--- src/rtl/atm_ledger_arbiter_pkg.sv ---
// Shared types for the ATM ledger arbiter: op codes, status codes and FSM states.
// The optional daily debit ceiling is enabled with ATM_LEDGER_DAILY_LIMIT_EN.
package atm_ledger_arbiter_pkg;

  localparam int BAL_W = 32;

  typedef enum logic [1:0] {
    OP_BAL  = 2'd0,
    OP_DEP  = 2'd1,
    OP_WDR  = 2'd2,
    OP_XFER = 2'd3
  } op_e;

  typedef enum logic [2:0] {
    ST_OK       = 3'd0,
    ST_NSF      = 3'd1,
    ST_BAD_ACCT = 3'd2,
    ST_OVERFLOW = 3'd3,
    ST_LIMIT    = 3'd4
  } status_e;

  typedef enum logic [1:0] {
    S_IDLE   = 2'd0,
    S_EXEC   = 2'd1,
    S_COMMIT = 2'd2,
    S_RESP   = 2'd3
  } state_e;

  function automatic logic is_debit(op_e op);
    return (op == OP_WDR) || (op == OP_XFER);
  endfunction

endpackage

--- src/rtl/atm_ledger_arbiter_rr_arbiter.sv ---
// Round-robin arbiter: grants the first requester at or after ptr, wrapping.
// Purely combinational so other blocks can reuse it with their own pointer register.
module rr_arbiter #(
  parameter int N = 4
) (
  input  logic [N-1:0]         req,
  input  logic [$clog2(N)-1:0] ptr,
  output logic [N-1:0]         grant,
  output logic [$clog2(N)-1:0] idx,
  output logic                 any
);

  localparam int IW = $clog2(N);

  logic [IW-1:0] cand;

  always_comb begin
    grant = '0;
    idx   = '0;
    any   = 1'b0;
    cand  = '0;
    for (int i = 0; i < N; i++) begin
      cand = IW'((int'(ptr) + i) % N);
      if (!any && req[cand]) begin
        any         = 1'b1;
        grant[cand] = 1'b1;
        idx         = cand;
      end
    end
  end

endmodule

--- src/rtl/atm_ledger_arbiter.sv ---
// Ledger owner: round-robin grant, then EXEC/COMMIT/RESP so every debit/credit is atomic.
// Define ATM_LEDGER_DAILY_LIMIT_EN to add per-account daily debit totals and the LIMIT status.
module atm_ledger_arbiter
  import atm_ledger_arbiter_pkg::*;
#(
  parameter int          NUM_REQ      = 4,
  parameter int          NUM_ACCTS    = 8,
  parameter logic [31:0] INIT_BALANCE = 32'h186A0,
  parameter logic [31:0] DAILY_LIMIT  = 32'd20000
) (
  input  logic                             clk,
  input  logic                             reset,
  input  logic [NUM_REQ-1:0]               req_valid,
  output logic [NUM_REQ-1:0]               req_ready,
  input  logic [2*NUM_REQ-1:0]             req_op,
  input  logic [$clog2(NUM_ACCTS)*NUM_REQ-1:0] req_src,
  input  logic [$clog2(NUM_ACCTS)*NUM_REQ-1:0] req_dst,
  input  logic [32*NUM_REQ-1:0]            req_amt,
  output logic [NUM_REQ-1:0]               rsp_valid,
  output logic [2:0]                       rsp_status,
  output logic [31:0]                      rsp_balance,
  input  logic                             day_clr,
  output logic                             busy
);

  localparam int AW = $clog2(NUM_ACCTS);
  localparam int IW = $clog2(NUM_REQ);
  localparam logic [AW:0] ACCT_LIM = (AW+1)'(NUM_ACCTS);

  state_e state_q, state_d;

  logic [IW-1:0]      rr_q;
  logic [NUM_REQ-1:0] arb_grant, grant_q;
  logic [IW-1:0]      arb_idx;
  logic               arb_any;

  logic [1:0]         sel_op;
  logic [AW-1:0]      sel_src, sel_dst;
  logic [31:0]        sel_amt;

  op_e                op_q;
  logic [AW-1:0]      src_q, dst_q;
  logic [31:0]        amt_q;
  status_e            status_q, exec_status;
  logic [31:0]        new_src_q, new_dst_q, exec_new_src, exec_new_dst;

  logic [31:0]        ledger [NUM_ACCTS];

  logic               src_ok, dst_ok, debit, limit_hit;
  logic [31:0]        bal_src, bal_dst;
  logic [32:0]        sum_src, sum_dst;

  rr_arbiter #(.N(NUM_REQ)) u_rr (
    .req   (req_valid),
    .ptr   (rr_q),
    .grant (arb_grant),
    .idx   (arb_idx),
    .any   (arb_any)
  );

  always_comb begin
    sel_op  = '0;
    sel_src = '0;
    sel_dst = '0;
    sel_amt = '0;
    for (int i = 0; i < NUM_REQ; i++) begin
      if (arb_grant[i]) begin
        sel_op  = req_op[i*2 +: 2];
        sel_src = req_src[i*AW +: AW];
        sel_dst = req_dst[i*AW +: AW];
        sel_amt = req_amt[i*32 +: 32];
      end
    end
  end

  always_comb begin
    state_d   = state_q;
    req_ready = '0;
    rsp_valid = '0;
    case (state_q)
      S_IDLE: begin
        if (arb_any) begin
          req_ready = arb_grant;
          state_d   = S_EXEC;
        end
      end
      S_EXEC:   state_d = S_COMMIT;
      S_COMMIT: state_d = S_RESP;
      S_RESP: begin
        rsp_valid = grant_q;
        state_d   = S_IDLE;
      end
      default:  state_d = S_IDLE;
    endcase
  end

  assign busy        = (state_q != S_IDLE);
  assign rsp_status  = status_q;
  assign rsp_balance = new_src_q;
  assign debit       = is_debit(op_q);

  always_comb begin
    src_ok       = ({1'b0, src_q} < ACCT_LIM);
    dst_ok       = ({1'b0, dst_q} < ACCT_LIM);
    bal_src      = src_ok ? ledger[src_q] : '0;
    bal_dst      = dst_ok ? ledger[dst_q] : '0;
    sum_src      = {1'b0, bal_src} + {1'b0, amt_q};
    sum_dst      = {1'b0, bal_dst} + {1'b0, amt_q};
    exec_status  = ST_OK;
    exec_new_src = bal_src;
    exec_new_dst = bal_dst;
    // Priority: account check, daily limit, funds, then credit carry-out.
    if (!src_ok || (op_q == OP_XFER && (!dst_ok || src_q == dst_q)))
      exec_status = ST_BAD_ACCT;
    else if (limit_hit)
      exec_status = ST_LIMIT;
    else if (debit && amt_q > bal_src)
      exec_status = ST_NSF;
    else if (op_q == OP_DEP && sum_src[32])
      exec_status = ST_OVERFLOW;
    else if (op_q == OP_XFER && sum_dst[32])
      exec_status = ST_OVERFLOW;
    else begin
      case (op_q)
        OP_DEP:  exec_new_src = sum_src[31:0];
        OP_WDR:  exec_new_src = bal_src - amt_q;
        OP_XFER: begin
          exec_new_src = bal_src - amt_q;
          exec_new_dst = sum_dst[31:0];
        end
        default: exec_new_src = bal_src;
      endcase
    end
  end

  always_ff @(posedge clk or posedge reset) begin
    if (reset) begin
      state_q   <= S_IDLE;
      rr_q      <= '0;
      grant_q   <= '0;
      op_q      <= OP_BAL;
      src_q     <= '0;
      dst_q     <= '0;
      amt_q     <= '0;
      status_q  <= ST_OK;
      new_src_q <= '0;
      new_dst_q <= '0;
    end else begin
      state_q <= state_d;
      if (state_q == S_IDLE && arb_any) begin
        grant_q <= arb_grant;
        rr_q    <= (arb_idx == IW'(NUM_REQ-1)) ? '0 : arb_idx + 1'b1;
        op_q    <= op_e'(sel_op);
        src_q   <= sel_src;
        dst_q   <= sel_dst;
        amt_q   <= sel_amt;
      end
      if (state_q == S_EXEC) begin
        status_q  <= exec_status;
        new_src_q <= exec_new_src;
        new_dst_q <= exec_new_dst;
      end
    end
  end

  always_ff @(posedge clk or posedge reset) begin
    if (reset) begin
      for (int i = 0; i < NUM_ACCTS; i++) ledger[i] <= INIT_BALANCE;
    end else if (state_q == S_COMMIT && status_q == ST_OK) begin
      ledger[src_q] <= new_src_q;
      if (op_q == OP_XFER) ledger[dst_q] <= new_dst_q;
    end
  end

`ifdef ATM_LEDGER_DAILY_LIMIT_EN
  logic [31:0] debit_total [NUM_ACCTS];
  logic [32:0] debit_sum;

  assign debit_sum = {1'b0, (src_ok ? debit_total[src_q] : 32'd0)} + {1'b0, amt_q};
  assign limit_hit = debit && (debit_sum > {1'b0, DAILY_LIMIT});

  // day_clr wins over a same-cycle commit so a new day always starts from zero.
  always_ff @(posedge clk or posedge reset) begin
    if (reset) begin
      for (int i = 0; i < NUM_ACCTS; i++) debit_total[i] <= '0;
    end else if (day_clr) begin
      for (int i = 0; i < NUM_ACCTS; i++) debit_total[i] <= '0;
    end else if (state_q == S_COMMIT && status_q == ST_OK && debit) begin
      debit_total[src_q] <= debit_total[src_q] + amt_q;
    end
  end
`else
  logic unused_limit;
  assign limit_hit    = 1'b0;
  assign unused_limit = day_clr ^ (^DAILY_LIMIT) ^ (^new_dst_q[0]) ^ 1'b0;
`endif

endmodule

--- config.mk ---
export PLATFORM = sky130hd
export DESIGN_NAME = atm_ledger_arbiter
export DESIGN_NICKNAME = d
export VERILOG_FILES = /design/src/rtl/atm_ledger_arbiter_pkg.sv /design/src/rtl/atm_ledger_arbiter_rr_arbiter.sv /design/src/rtl/atm_ledger_arbiter.sv
export SDC_FILE = /design/constraint.sdc
export NUM_CORES = 2
export LEC_CHECK = 0
export CAP_MARGIN = 15
export CORE_MARGIN = 2
export CORE_UTILIZATION = 54
export DETAILED_ROUTE_END_ITERATION = 10
export PLACE_DENSITY = 0.78
export RECOVER_POWER = 25
export SLEW_MARGIN = 5
export SYNTH_ARGS = -nofsm -noshare
export SYNTH_HDL_FRONTEND = slang
export SYNTH_HIERARCHICAL = 1
export SYNTH_SLANG_ARGS = --single-unit
--- constraint.sdc ---
create_clock -name clk -period 11.81 [get_ports clk]
set_input_delay 1.181 -clock clk [delete_from_list [all_inputs] [get_ports clk]]
set_output_delay 1.181 -clock clk [all_outputs]
set_load 0.05 [all_outputs]
Word level (Yosys, flattened, before mapping)
Index checks and enable logic that the tools add are counted. W data, S select, Z words.

Input bits: 167. Register bits after elaboration: 371. Word-level logic and storage cells: 152.

Magnitude comparators: 13. Eq/ne operators: 9. Add/sub/neg operators: 7. Reductions and logical operators: 23. Muxes and demuxes: 77. Bitwise gates (word level): 5.

Operators by type and width (number): $mux W32 (19); $bwmux W256 (2); $mux W256 (1); $bmux W32 S3 (2); $demux W32 S3 (2); $add A32 B32 Y33 (2); $pmux W32 S2 (1); $gt A32 B32 Y1 (1); $sub A32 B32 Y32 (1); $mux W2 (14); $mux W4 (7); $mux W3 (8); $logic_and A1 B1 Y1 (15); $lt A2 B3 Y1 const B (4); $mux W1 (12); $or A4 B4 Y4 (3); $eq A2 B2 Y1 const B (5); $bmux W1 S2 (4); $demux W1 S2 (4); $ge A2 B1 Y1 const B (4); $ge A4 B4 Y1 const B (2); $lt A4 B1 Y1 const B (2); $not A3 Y4 (2); $pmux W2 S4 (1); 11 further kinds (16).

Longest topological paths before layout
Depth in word-level cells: 16. Depth in mapped cells: 20. Depth with buffers taken out: 18.

Modules after synthesis
Netlist, hierarchy kept.

By module, submodules not included: atm_ledger_arbiter (cells each 3076, area each 25887.3 um2, seq. area each 9318.9 um2, instances 1); rr_arbiter (cells each 45, area each 419.2 um2, seq. area each 0.0 um2, instances 1).

Least setup slack after synthesis
No wires, ideal clock.

Kind: reg2reg. Start point: reg dst_q[1]. End point: reg new_src_q[10], in the netlist rsp_balance[10]. Path buffers: 5. Data required time: 11.673 ns. Library setup time: 0.137 ns. Slack: 6.834 ns. Arrival time: 4.839 ns. Stages on the path, launching flop included: 20. Clock period less this slack: 4.976 ns. Path through: dfrtp_1 -> clkbuf_1 -> buf_1 -> buf_2 -> buf_2 -> mux4_2 -> mux2_2 -> ha_1 -> fa_1 -> a211oi_1 -> o211ai_1 -> a32oi_1 -> a21oi_1 -> o21ai_1 -> o211ai_1 -> a22oi_4 -> o21ai_4 -> buf_6 -> a22oi_1 -> a21oi_1.

Cells in the longest elaborated chain, start to end: 10.

RTL lines: start: declaration (line atm_ledger_arbiter.sv:42) `logic [AW-1:0] src_q, dst_q;`; start signal: assignment (line atm_ledger_arbiter.sv:155) `dst_q <= sel_dst;`; $not A3 Y4 (not written as such) (line atm_ledger_arbiter.sv:106) `bal_dst = dst_ok ? ledger[dst_q] : '0;`; $bmux W32 S3 (line atm_ledger_arbiter.sv:106); $mux W32 (not written as such) (2 in a row) (line atm_ledger_arbiter.sv:106); $add A32 B32 Y33 (line atm_ledger_arbiter.sv:108) `sum_dst = {1'b0, bal_dst} + {1'b0, amt_q};`; $logic_and A1 B1 Y1 (line atm_ledger_arbiter.sv:121) `else if (op_q == OP_XFER && sum_dst[32])`; $mux W32 (line atm_ledger_arbiter.sv:121); $mux W32 (line atm_ledger_arbiter.sv:119) `else if (op_q == OP_DEP && sum_src[32])`; $mux W32 (line atm_ledger_arbiter.sv:117) `else if (debit && amt_q > bal_src)`; $mux W32 * (line atm_ledger_arbiter.sv:113) `if (!src_ok || (op_q == OP_XFER && (!dst_ok || src_q == dst_q)))`; end signal: assignment (line atm_ledger_arbiter.sv:160) `new_src_q <= exec_new_src;`; end: declaration (line atm_ledger_arbiter.sv:45) `logic [31:0] new_src_q, new_dst_q, exec_new_src, exec_new_dst;`.

Every way passes the cells marked *; elsewhere a longest branch is shown, timed or not. The select of a mux whose other input is x is not followed. A chain may end at the register's enable or synchronous reset.

==> results.cfg <==
[status]
outcome = finished, violations left
failed_checks = max-capacitance violations, max-slew violations

[final_layout]
antennaDiodeCount = 0
area_growth_pct = 13.5
nets = 3402
regArea_sq_mm = 0.00933
multi_input_area_sq_mm = 0.0156
final_cells = 3762
final_common_cell = nor2_1
drive_gt1_frac = 0.103
utilization = 0.623
mostFrequentLayoutCells = 447 x nor2_1, 445 x a21oi_1, 319 x dfrtp_1
fillers = 4049

[clock_tree]
clk_latency_ps = 610
clock_sinks = 370
cts_buffers = 41
clock_path_buffers = 3
cts_tree = built
postCtsSetupRepairBufs = 0
clock-root-buffer = clkbuf_16
path_clk_slew_ps = 60
hold_buffers = 0
htree_levels = 2
cts-resized-gates = 0

[synth]
synth_fp_nets = 3408
synthDistinctLibCells = 86
synth.yosys.seq_area_share = 0.354
synthAdderAreaFrac = 0.0579
synth.avg_cell_area_sq_um = 8.43
synth_simple_gate_area_frac = 0.132
synth_flop_cell = dfrtp_1
ys_ff_latch = 370
async_flop_share = 1.00
netlist_instances = 3121
synth_top_family_by_area = compound AO/OA/AOI/OAI gates
synth.mux.area_fraction = 0.0852
synth_compound_area_frac = 0.287
synth_xor_area_frac = 0.0236
synth_warnings = 6
syn_area_sq_mm = 0.0263
synth_edf_count = 0

[die]
die_area_sq_mm = 0.0505
core_area_sq_mm = 0.0479
die_h_um = 225
start_util = 0.549
die_w_um = 225
ios = 211
num_rows = 80

[sta]
slew_viol_final = 228
finalHoldViolCount = 0
fin_skew_ps = 30.0
worstMarginPinSlew_ps = 4880
fmax_ghz = 0.129
hold_slack_ps = 507
rsz0062_at_grt = false
final.min_clock_period_ps = 7720
slew_headroom = -2.27
setup_viol = 0
fin_crit_sh = 0.654
tns_ps = 0

[setup_path]
critical_path.startpoint = reset
worst_r2r_startpoint = dst_q[0]
arrival_ps = 8300
path_max_fanout = 104
slowest_delay_ps = 2710
worst_setup_path_end_kind = asynchronous set/reset pin
path_class = input pin to asynchronous set/reset pin
path_cells = dlygate4sd3_1, clkinvlp_2, clkbuf_1, buf_4
required_ps = 12390
startpoint_type = input pin
slowest_stage = clkinvlp_2

[global_route]
grt_pass1_vias = 26400
grt_pass1_wl_um = 155000
overflow = 0
grt_antenna_before_repair = 0
grt_max_degree = 106
grt_use_total = 0.402

[drt]
antenna_left = 0
drt_wl_total_um = 102000
via_per_inst = 7.18
drt_pass1_iterations = 7
wl_per_cell_um = 27.2
dr.first_iter.drc_count = 3909
topRoutingLayerUsed = met4
vias = 27000
route.met2.wl_um = 44200
drc_errors = 0
wl_met1_um = 36800
wl_met3_um = 13200

[run]
max_cap_violations = 3

[hold_path]
hold_path.startpoint = grant_q[2]
hp-class = register to register

[placed_design]
place_inst = 3687
gp_congestion = 0.968
numPortBuffers = 208
post-dp-hpwl_um = 65100
cells by family (layout without fill, tap and decap cells):
logic type / count (synthesis) / count (layout)
AO/OA/AOI/OAI: 1226 / 1226
AND/OR/NAND/NOR: 799 / 799
buffers and inverters: 401 / 427
flip-flops: 370 / 370
multiplexers: 133 / 133
adder cells (fa/ha/maj): 120 / 120
XOR/XNOR: 71 / 71
other: 1 / 1
cell usage after synthesis, drive strengths merged, types with 24 or more instances:
library cell,instances,area share
nor3,24,0.0046
dfstp,48,0.048
ha,117,0.056
o22ai,270,0.064
nand2,167,0.024
a22oi,190,0.055
dfrtp,322,0.31
clkbuf,215,0.031
nand4,36,0.0086
mux4,68,0.059
xnor2,53,0.018
inv,91,0.013
o21ai,148,0.030
a21oi,454,0.087
buf,95,0.016
mux2,41,0.018
nor2,449,0.064
mux2i,24,0.0091
final cells by class:
cell class	count	share of cell area
sequential	370	0.313
clock buffer	63	0.0412
clock inverter	12	0.00373
multi-input combinational	2350	0.522
inverter	91	0.0115
tap	615	0.0258
timing repair buffer	261	0.0828
path summary, 6_finish.rpt:
check	end	slack, ps	cells after the start
setup reg to reg	rsp_balance[28]	5480	15
min in group asynchronous	amt_q[4]	2540	2
hold reg to reg	grant_q[2]	510	1
hold / removal	grant_q[2]	510	1
setup / recovery	ledger[184]	4090	4
max in group clk	rsp_balance[28]	5480	15
registers in the layout, indices dropped and copies added (netlist names):
signal       count
grant_q          4
rr_q             2
src_q            3
rsp_status       2
ledger         256
new_dst_q       32
op_q             2
rsp_balance     32
dst_q            3
state_q          2
amt_q           32
critical path, delay by kind of cell:
family	cells	cell delay, ps
buffers and inverters	4	7020
routing by layer:
layer  up-vias  global-route usage
met3       571               0.111
li1      11500                   -
met5         -                   0
met2      2070               0.602
met1     12900               0.512
met4         0               0.264
per-stage QoR:
step | setup WS, ps | cell area [sq um]
floorplan | 435 | 26300
global placement | 5830 | 28500
detailed placement | 5730 | 28500
CTS | 5660 | 29900
global route | 2970 | 29800
finish | 4090 | 29800
Power is not shown: default switching activity piles up to over one toggle a cycle in this logic, so the estimate is an artifact.
